[src/rtl/audio_i2s_tx_if.sv]
// Stereo sample bus shared by the FX chain: one sample pair plus a one-cycle
// valid strobe. The producer drives through master; the consumer reads through slave.
interface audio_i2s_tx_if #(
    parameter int DATA_W = 16
);
    logic [1:0][DATA_W-1:0] audio_in;
    logic                   sample_en;

    modport master (
        output audio_in,
        output sample_en
    );

    modport slave (
        input audio_in,
        input sample_en
    );
endinterface

[src/rtl/audio_i2s_tx.sv]
// Philips I2S stereo transmitter: buffers one sample pair and shifts it out
// MSB-first on a divided-down bit clock, flagging underrun and overrun.
module audio_i2s_tx #(
    parameter int DATA_W   = 16,
    parameter int SLOT_W   = 32,
    parameter int BCLK_DIV = 4
) (
    input  logic                clk,
    input  logic                reset_n,
    audio_i2s_tx_if.slave       bus,
    output logic                i2s_bclk,
    output logic                i2s_lrclk,
    output logic                i2s_sdata,
    output logic                frame_start,
    output logic                underrun,
    output logic                overrun
);

    localparam int DIV_W = (BCLK_DIV > 1) ? $clog2(BCLK_DIV) : 1;
    localparam int BW    = $clog2(2 * SLOT_W);

    localparam logic [DIV_W-1:0] DIV_LAST = DIV_W'(BCLK_DIV - 1);
    localparam logic [BW-1:0]    IDX_LAST = BW'(2 * SLOT_W - 1);
    localparam logic [BW-1:0]    SLOT_B   = BW'(SLOT_W);

    generate
        if (SLOT_W < DATA_W + 1 || BCLK_DIV < 1) begin : g_param_check
            $error("audio_i2s_tx: illegal parameters DATA_W=%0d SLOT_W=%0d BCLK_DIV=%0d",
                   DATA_W, SLOT_W, BCLK_DIV);
        end
    endgenerate

    logic [DIV_W-1:0]       div_cnt_reg, div_cnt_next;
    logic                   bclk_reg, bclk_next;
    logic [BW-1:0]          bit_idx_reg, bit_idx_next;
    logic                   lrclk_reg, lrclk_next;
    logic                   sdata_reg, sdata_next;
    logic [1:0][DATA_W-1:0] frame_reg, frame_next;
    logic [1:0][DATA_W-1:0] pending_reg, pending_next;
    logic                   pending_full_reg, pending_full_next;
    logic                   frame_start_reg, frame_start_next;
    logic                   underrun_reg, underrun_next;
    logic                   overrun_reg, overrun_next;

    logic                   div_wrap;
    logic                   fall_event;
    logic                   load;
    logic [BW-1:0]          idx_inc;
    logic [BW-1:0]          pos_inc;
    logic                   lr_inc;
    logic [DATA_W-1:0]      word;
    logic [DATA_W:1]        bit_hit;

    assign div_wrap   = (div_cnt_reg == DIV_LAST);
    assign fall_event = div_wrap & bclk_reg;
    assign load       = fall_event & (bit_idx_reg == IDX_LAST);

    // Position the serial state will take at the coming fall event.
    assign idx_inc = (bit_idx_reg == IDX_LAST) ? '0 : bit_idx_reg + 1'b1;
    assign lr_inc  = (idx_inc >= SLOT_B);
    assign pos_inc = lr_inc ? (idx_inc - SLOT_B) : idx_inc;
    assign word    = lr_inc ? frame_reg[1] : frame_reg[0];

    // Slot position p (1..DATA_W) carries word bit DATA_W-p; every other position is 0.
    generate
        for (genvar gi = 1; gi <= DATA_W; gi++) begin : g_bit_sel
            assign bit_hit[gi] = (pos_inc == BW'(gi)) & word[DATA_W-gi];
        end
    endgenerate

    always_comb begin
        div_cnt_next      = div_wrap ? '0 : div_cnt_reg + 1'b1;
        bclk_next         = div_wrap ? ~bclk_reg : bclk_reg;
        bit_idx_next      = bit_idx_reg;
        lrclk_next        = lrclk_reg;
        sdata_next        = sdata_reg;
        frame_next        = frame_reg;
        pending_next      = pending_reg;
        pending_full_next = pending_full_reg;
        frame_start_next  = 1'b0;
        underrun_next     = 1'b0;
        overrun_next      = 1'b0;

        if (fall_event) begin
            bit_idx_next = idx_inc;
            lrclk_next   = lr_inc;
            sdata_next   = |bit_hit;
        end

        if (load) begin
            frame_start_next = 1'b1;
            if (bus.sample_en) begin
                // A sample arriving on the load edge bypasses the buffer.
                frame_next        = bus.audio_in;
                pending_full_next = 1'b0;
            end else if (pending_full_reg) begin
                frame_next        = pending_reg;
                pending_full_next = 1'b0;
            end else begin
                underrun_next = 1'b1;
            end
        end else if (bus.sample_en) begin
            pending_next      = bus.audio_in;
            pending_full_next = 1'b1;
            overrun_next      = pending_full_reg;
        end
    end

    always_ff @(posedge clk) begin
        if (!reset_n) begin
            div_cnt_reg      <= '0;
            bclk_reg         <= 1'b0;
            bit_idx_reg      <= IDX_LAST;
            lrclk_reg        <= 1'b0;
            sdata_reg        <= 1'b0;
            frame_reg        <= '0;
            pending_reg      <= '0;
            pending_full_reg <= 1'b0;
            frame_start_reg  <= 1'b0;
            underrun_reg     <= 1'b0;
            overrun_reg      <= 1'b0;
        end else begin
            div_cnt_reg      <= div_cnt_next;
            bclk_reg         <= bclk_next;
            bit_idx_reg      <= bit_idx_next;
            lrclk_reg        <= lrclk_next;
            sdata_reg        <= sdata_next;
            frame_reg        <= frame_next;
            pending_reg      <= pending_next;
            pending_full_reg <= pending_full_next;
            frame_start_reg  <= frame_start_next;
            underrun_reg     <= underrun_next;
            overrun_reg      <= overrun_next;
        end
    end

    assign i2s_bclk    = bclk_reg;
    assign i2s_lrclk   = lrclk_reg;
    assign i2s_sdata   = sdata_reg;
    assign frame_start = frame_start_reg;
    assign underrun    = underrun_reg;
    assign overrun     = overrun_reg;

endmodule

[src/flat_wrapper.sv]
// flat-port wrapper written by rule: the top's interface ports become plain ports
module audio_i2s_tx_flat 
#(
    parameter int DATA_W   = 16,
    parameter int SLOT_W   = 32,
    parameter int BCLK_DIV = 4
)
  (clk, reset_n, i2s_bclk, i2s_lrclk, i2s_sdata, frame_start, underrun, overrun, bus_audio_in, bus_sample_en);
  audio_i2s_tx_if #(.DATA_W(DATA_W)) bus_i ();
  input  logic clk;
  input  logic reset_n;
  output logic i2s_bclk;
  output logic i2s_lrclk;
  output logic i2s_sdata;
  output logic frame_start;
  output logic underrun;
  output logic overrun;
  input wire logic [$bits(bus_i.audio_in)-1:0] bus_audio_in;
  input wire logic [$bits(bus_i.sample_en)-1:0] bus_sample_en;
  assign bus_i.audio_in = bus_audio_in;
  assign bus_i.sample_en = bus_sample_en;
  audio_i2s_tx #(.DATA_W(DATA_W), .SLOT_W(SLOT_W), .BCLK_DIV(BCLK_DIV)) u_core (.clk(clk), .reset_n(reset_n), .bus(bus_i), .i2s_bclk(i2s_bclk), .i2s_lrclk(i2s_lrclk), .i2s_sdata(i2s_sdata), .frame_start(frame_start), .underrun(underrun), .overrun(overrun));
endmodule
[config.mk]
export PLATFORM = sky130hd
export DESIGN_NAME = audio_i2s_tx_flat
export DESIGN_NICKNAME = d
export VERILOG_FILES = /design/src/rtl/audio_i2s_tx_if.sv /design/src/rtl/audio_i2s_tx.sv /design/src/flat_wrapper.sv
export SDC_FILE = /design/constraint.sdc
export NUM_CORES = 1
export LEC_CHECK = 0
export ABC_AREA = 1
export CAP_MARGIN = 10
export CORE_UTILIZATION = 35
export CTS_CLUSTER_DIAMETER = 150
export DETAILED_ROUTE_END_ITERATION = 6
export DONT_BUFFER_PORTS = 1
export SLEW_MARGIN = 20
export SYNTH_ARGS = -nofsm -noshare
export SYNTH_HDL_FRONTEND = slang
export SYNTH_SLANG_ARGS = --single-unit
[constraint.sdc]
create_clock -name clk -period 2.2 [get_ports clk]
set_clock_uncertainty 0.2 [all_clocks]
set_input_delay 0.33 -clock clk [delete_from_list [all_inputs] [get_ports clk]]
set_output_delay 0.33 -clock clk [all_outputs]
set_load 0.005 [all_outputs]
==> out/results.txt, run 1 <==
Status: finished clean
Top cells by area, synth: dfxtp_1 (40%), a211oi_2 (7.9%), inv_1 (7.4%)
CP startpoint kind: flip-flop
Largest net degree at the start of global routing: 50
Most frequent CP cell: nand2_2
P&R area growth vs syn: 16.8%
Dpl ws: 0.0769 ns
Routability cong.: 0.876
Fmax achieved: 487 MHz
Hold WS: 0.00988 ns
Post-Synthesis Net Count: 535
First-pass GRT wire length: 15,200 um
Synth Register Bits: 79
Chip height: 108 um
Netlist Area Pre-Place: 3940 um^2
Number of setup buffers added after CTS: 0
Worst path cell trace: ha_1, nand2_2, nor2_4, nand2_4, nor2_8, nand2_2, buf_12, a211oi_1, a211oi_2
Yosys top cell by area: dfxtp_1
Residual DRC count: 0
Antenna cells: 0
Critical path class: reg -> reg
Antenna Nets Post-Route: 0
CTS tree: done
Max FO, Critical Path: 47
Initial Utilization: 36.2%
Vias: 3,257
Die X: 108 um
Final worst slack: 0.145 ns
RSZ-0062 raised after global routing: yes
Worst hold path class: in -> reg
Gr ovfl total: 0
Leak pwr: 1.79 nW
Num Clock Sinks: 79
Num CTS Buffers: 9
Max-cap violations: 0
Htree depth: 3
Root Buffer Master: clkbuf_8
Slew margin rel.: 58.6%
Die area: 11,700 um^2
Final std cells w/o fill: 660
Share of post-route cells with drive strength above 1: 16.2%
DP Area: 3970 um^2
Vias/cell: 4.93
Clk_lat worst skew: 0.36 ns
Post-synthesis sequential area ratio: 40.2%
Fill cell count: 1,064
Mapped Cells: 494
Slowest-stage cell, CP: dfxtp_2
Setup crit end kind: flip-flop
I/O pin count: 41
PortBufs: 0
Synth cell types: 32
CP Data Required Time: 2.23 ns
Pre-Repair DR Iteration Count: 6
CTS Buffer Depth: 2
Row count: 38
Placed Cells: 607
Final setup violation count: 0
Fin. Hold Viols: 0
Power per cell area: 626 nW/um^2
Nets@finish: 556
Yosys top cell area share: 40.2%
Final setup TNS: 0 ns
Design Area, Final: 4600 um^2
Part of the cycle the worst path needs: 93.4%
Syn avg cell area: 7.97 um^2
Total Routing Usage GR: 16.8%
Tmin final: 2.06 ns
FF+latch area: 1580 um^2
Wire per inst: 14.0 um
Vias in the first global route: 3,161
Peak VDD IR: 0.531 mV
Multi-input gate area: 1880 um^2
Synth Warn #: 0
Worst path max stage delay: 0.39 ns
Dpl hpwl: 5790 um
Worst Path Arrival: 2.08 ns
Pins Over Slew Limit: 0
Least-Margin Pin Slew: 0.618 ns
Initial DRC Count: 172
Core area: 10,900 um^2
Antenna violations before repair: 0
Final wirelength: 9240 um
Clock transition at the registers of the reported paths: 0.08 ns
worst paths after layout:
path | from | endpoint | slack [ns] | cells past startpoint
setup / recovery | u_core.bit_idx_reg[1]$_SDFFE_PN1P_ | u_core.frame_reg[28]$_SDFFE_PN0P_ | 0.14 | 9
setup reg to reg | u_core.bit_idx_reg[1]$_SDFFE_PN1P_ | u_core.frame_reg[28]$_SDFFE_PN0P_ | 0.14 | 9
hold reg to reg | u_core.div_cnt_reg[0]$_SDFF_PP0_ | u_core.div_cnt_reg[0]$_SDFF_PP0_ | 0.23 | 1
hold / removal | bus_audio_in[1] | u_core.frame_reg[1]$_SDFFE_PN0P_ | 0.01 | 2
kinds of logic after synthesis:
family                     after synthesis  synth area share, %
AOI/OAI and AO/OA                      146                 27.3
adders and majority gates                6                 1.91
buffers and inverters                  111                 12.7
DFF                                     79                 40.2
and+or+nand+nor                        152                 17.9
cell usage after synthesis:
master / number
a21oi_1: 22
o22ai_1: 6
buf_2: 7
nand3_2: 1
or2_2: 1
nand3b_1: 3
inv_2: 1
buf_6: 8
a21oi_2: 20
nand4_1: 1
nor2_1: 46
a22oi_1: 2
ha_1: 6
dfxtp_1: 79
o211ai_1: 1
nand2_2: 4
nand3_1: 33
o21ai_0: 23
clkbuf_1: 12
o21ai_1: 21
inv_1: 78
buf_4: 4
a211oi_2: 25
a22o_1: 1
nor3_1: 4
nor3b_1: 1
a211oi_1: 25
buf_1: 1
nand2_1: 52
nand2_4: 3
nor2_4: 2
nor2_8: 1
repair_timing:
item	in CTS	in global routing
endpoints found under the setup margin	0	51
endpoints found under the hold margin	60	0
hold buffers	36	0
resized for setup	0	7
cell usage in the layout (no fill, tap or decap), types with 2 or more instances in the layout:
cell	n
a21oi_1	22
nor3_1	4
buf_12	3
o21ai_0	23
clkbuf_8	10
o21ai_1	21
inv_1	78
nand3b_1	3
a211oi_2	27
nand3_1	33
dfxtp_2	2
a211oi_1	23
nand2_1	52
nand2_2	4
a22oi_1	2
dlygate4sd3_1	35
nor2_4	2
dfxtp_1	77
clkinvlp_4	3
nor2_1	46
o22ai_1	6
a21oi_2	20
ha_1	6
buf_4	2
nand2_4	2
layout make-up:
class,count,share of cell area (%)
tap,140,3.81
sequential,79,34.4
inverter,79,6.45
clock buffer,11,3.07
timing repair buffer,42,10.0
clock inverter,5,1.25
multi-input combinational,304,40.9
metrics by stage:
stage | total power, mW | utilization [%]
floorplan | 1.72 | -
global placement | 1.72 | 36.5
detailed placement | 1.73 | 36.5
CTS | 2.90 | 41.7
global route | 3.01 | 42.2
finish | 2.88 | 42.2
power by group:
group | internal (mW) | total (mW) | switching [mW]
Combinational | 0.118 | 0.286 | 0.168
Sequential | 1.48 | 1.50 | 0.0157
Clock | 0.553 | 1.09 | 0.541
worst max-delay path: cells and delay by family, from the launching register on:
family                   cells  cell delay, ns
buffers and inverters        1            0.19
adder cells (fa/ha/maj)      1            0.21
AND/OR/NAND/NOR              5            0.59
flip-flops                   1            0.39
AO/OA/AOI/OAI                2            0.30
layer usage:
metal  track usage (%)  share of wire [%]  wire length (um)  up-vias
li1                  -                  -                 -     1677
met1              21.5                 48              4440     1518
met2              26.8                 47              4300       51
met3              4.34                3.6               337       11
met4              6.95                1.7               160        0
met5                 0                  0                 0        -
No activity file was read; power rests on OpenSTA's default activity.
==> run 2: changes to the inputs <==
==> constraint.sdc (replaced) <==
create_clock -name clk -period 2.4 [get_ports clk]
set_clock_uncertainty 0.2 [all_clocks]
set_input_delay 0.36 -clock clk [delete_from_list [all_inputs] [get_ports clk]]
set_output_delay 0.36 -clock clk [all_outputs]
set_load 0.005 [all_outputs]
==> run 2 against run 1 <==
Non-clock buffer count is 6 lower. Combinational power down 20%. Final cell count shrank 0.91%. Worst hold slack barely moved. Critical path type unchanged. Largest cell class unchanged.
==> out/results.txt, run 2 (synthesis results as in run 1) <==
Terminus of the critical flop-to-flop path: u_core.i2s_sdata$_SDFFE_PN0P_
Largest net degree at the start of global routing: 67 (+34%)
CP top delay family: simple AND/OR/NAND/NOR gates
Tmin final: 2.14 ns (+0.0834 ns)
Comb pwr share: 8.6% (-1.3 points)
Share of post-route cells with drive strength above 1: 15.8% (-0.40 points)
Worst hold path class: in -> reg
Initial Utilization: 36.2% (unchanged)
Pins Over Slew Limit: 0 (unchanged)
Power per cell area: 592 nW/um^2 (-5.4%)
Worst hold start: bus_audio_in[5]
Max-cap violations: 0 (unchanged)
Clock transition at the registers of the reported paths: 0.08 ns (about the same)
Fin. Hold Viols: 0 (unchanged)
Die area: 11,700 um^2 (unchanged)
Hold Path Sink: u_core.pending_reg[5]$_SDFFE_PN0P_
Antenna Nets Post-Route: 0 (unchanged)
Vias in the first global route: 3,028 (-4.2%)
Dpl ws: 0.259 ns (+0.182 ns)
I/O pin count: 41 (unchanged)
Setup crit end kind: flip-flop
P&R area growth vs syn: 14.4%
Worst setup startpoint: u_core.bit_idx_reg[0]$_SDFFE_PN1P_
Fill cell count: 1,092 (+2.6%)
Worst path cell trace: ha_1, nand2_2, nor2_4, nor2_1, nand2_4, nand2_4, nand2_1, nand2_1, nand2_1, nand3_1, nor3_1, a21oi_1
Peak VDD IR: 0.312 mV (-41%)
Pre-Repair DR Iteration Count: 4 (-2)
Design Area, Final: 4500 um^2 (-2.1%)
Slew margin rel.: 68.2% (+9.6 points)
Part of the cycle the worst path needs: 89.1% (-4.3 points)
Routability cong.: 0.896 (+2.2%)
PortBufs: 0 (unchanged)
Most frequent CP cell: nand2_1
Hold path depth: 2 (unchanged)
Fmax achieved: 468 MHz (-3.9%)
Vias: 3,136 (-3.7%)
Buf/Inv on CP: 0 (-1)
Clock power share: 39.9% (+1.9 points)
First-pass GRT wire length: 14,200 um (-6.1%)
Htree depth: 3 (unchanged)
Final setup TNS: 0 ns (unchanged)
Die X: 108 um (unchanged)
Max FO, Critical Path: 14 (-70%)
Root Buffer Master: clkbuf_8
Vias/cell: 4.80 (-2.8%)
Final setup violation count: 0 (unchanged)
CTS Buffer Depth: 2 (unchanged)
RSZ-0062 raised after global routing: no
Antenna violations before repair: 0 (unchanged)
Least-Margin Pin Slew: 0.476 ns (-0.142 ns)
Num Clock Sinks: 79 (unchanged)
Flop pwr share: 51.5% (-0.5 points)
Nets@finish: 550 (-1.1%)
CP startpoint kind: flip-flop
FF-to-FF path depth: 12 (+3)
DP Area: 3980 um^2 (+0.19%)
CTS tree: done
Final std cells w/o fill: 654 (-0.91%)
Gr ovfl total: 0 (unchanged)
Commonest non-fill, non-tap cells in the layout: inv_1 (78), dfxtp_1 (78), nand2_1 (52), nor2_1 (46), nand3_1 (33)
CP Data Required Time: 2.44 ns (+0.21 ns)
Number of setup buffers added after CTS: 0 (unchanged)
Total Routing Usage GR: 15.6% (-1.2 points)
Hold WS: 0.0101 ns (+0.000269 ns)
Core area: 10,900 um^2 (unchanged)
Clk_lat worst skew: 0.36 ns (about the same)
Wire per inst: 12.7 um (-9.3%)
Num CTS Buffers: 9 (unchanged)
Initial DRC Count: 146 (-15%)
Status: finished clean
Residual DRC count: 0 (unchanged)
Worst path max stage delay: 0.42 ns (+0.03 ns)
Placed Cells: 608 (+0.16%)
Slowest-stage cell, CP: dfxtp_1
Row count: 38 (unchanged)
FF-to-FF Start: u_core.bit_idx_reg[0]$_SDFFE_PN1P_
FF+latch area: 1580 um^2 (about the same)
Final wirelength: 8300 um (-10%)
Dpl hpwl: 5620 um (-3.0%)
R2R setup slack: 0.26 ns (+0.12 ns)
Sw frac: 23.6% (-1.6 points)
Chip height: 108 um (unchanged)
Leak pwr: 1.76 nW (-1.5%)
Critical path class: reg -> reg
Worst Path Arrival: 2.18 ns (+0.10 ns)
Antenna cells: 0 (unchanged)
Int Pwr: 2.04 mW (-5.4%)
Total net switching power: 0.629 mW (-13%)
Final worst slack: 0.261 ns (+0.117 ns)
Multi-input gate area: 1860 um^2 (-1.4%)
run 2: cell types whose count changed in the layout (fill, tap and decap cells not counted), moves of 2 or more:
cell,change
buf_4,+2
dlygate4sd3_1,-6
a211oi_1,+2
a211oi_2,-2
run 2: area by class of cell:
cell class / count / area share (%)
multi-input cells: 304 / 41.2
flip-flops and latches: 79 / 35.1
repair buffers: 36 / 8.44
inverters: 79 / 6.58
well taps: 140 / 3.89
clock buffers: 10 / 2.83
clock inverters: 6 / 1.89
run 2: what timing repair did:
item                                    4_1_cts  5_1_grt
hold buffers                                 29        1
endpoints found under the setup margin        0        1
resized for setup                             0        1
hold endpoints to repair                     36        1
run 2: power groups by stage:
stage | combinational [mW] | sequential (mW) | clock, mW
2_1_floorplan | 0.177 | 1.40 | 0
3_3_place_gp | 0.175 | 1.40 | 0
3_5_place_dp | 0.181 | 1.40 | 0
4_1_cts | 0.229 | 1.37 | 1.09
5_1_grt | 0.258 | 1.38 | 1.15
6_report | 0.229 | 1.37 | 1.06
run 2: through the flow:
step	power, mW	utilization (%)
global route	2.79	41.4
floorplan	1.58	-
detailed placement	1.59	36.6
CTS	2.70	41.3
finish	2.67	41.4
global placement	1.58	36.6
run 2: worst reg2reg max path, cell delays in order, from the launching register on:
cell	delay, ns
dfxtp_1	0.42
ha_1	0.26
nand2_2	0.10
nor2_4	0.15
nor2_1	0.08
nand2_4	0.15
nand2_4	0.15
nand2_1	0.09
nand2_1	0.06
nand2_1	0.05
nand3_1	0.06
nor3_1	0.17
a21oi_1	0.09
run 2: layer usage:
metal  up-vias  GRT usage, %  part of all wire [%]
li1       1663             -                     -
met1      1418          19.7                    48
met2        42          24.4                    46
met3        13          4.94                   4.2
met4         0          6.65                   2.3
met5         -             0                     0
run 2: worst max-delay path by stage:
stage	end	slack [ns]	cells after the start
global placement	u_core.i2s_sdata$_SDFFE_PN0P_	0.33	11
floorplan	u_core.frame_reg[14]$_SDFFE_PN0P_	0.54	9
finish	u_core.i2s_sdata$_SDFFE_PN0P_	0.26	12
global route	u_core.i2s_sdata$_SDFFE_PN0P_	0.02	12
detailed placement	u_core.frame_reg[18]$_SDFFE_PN0P_	0.26	9
CTS	u_core.frame_reg[13]$_SDFFE_PN0P_	0.25	9
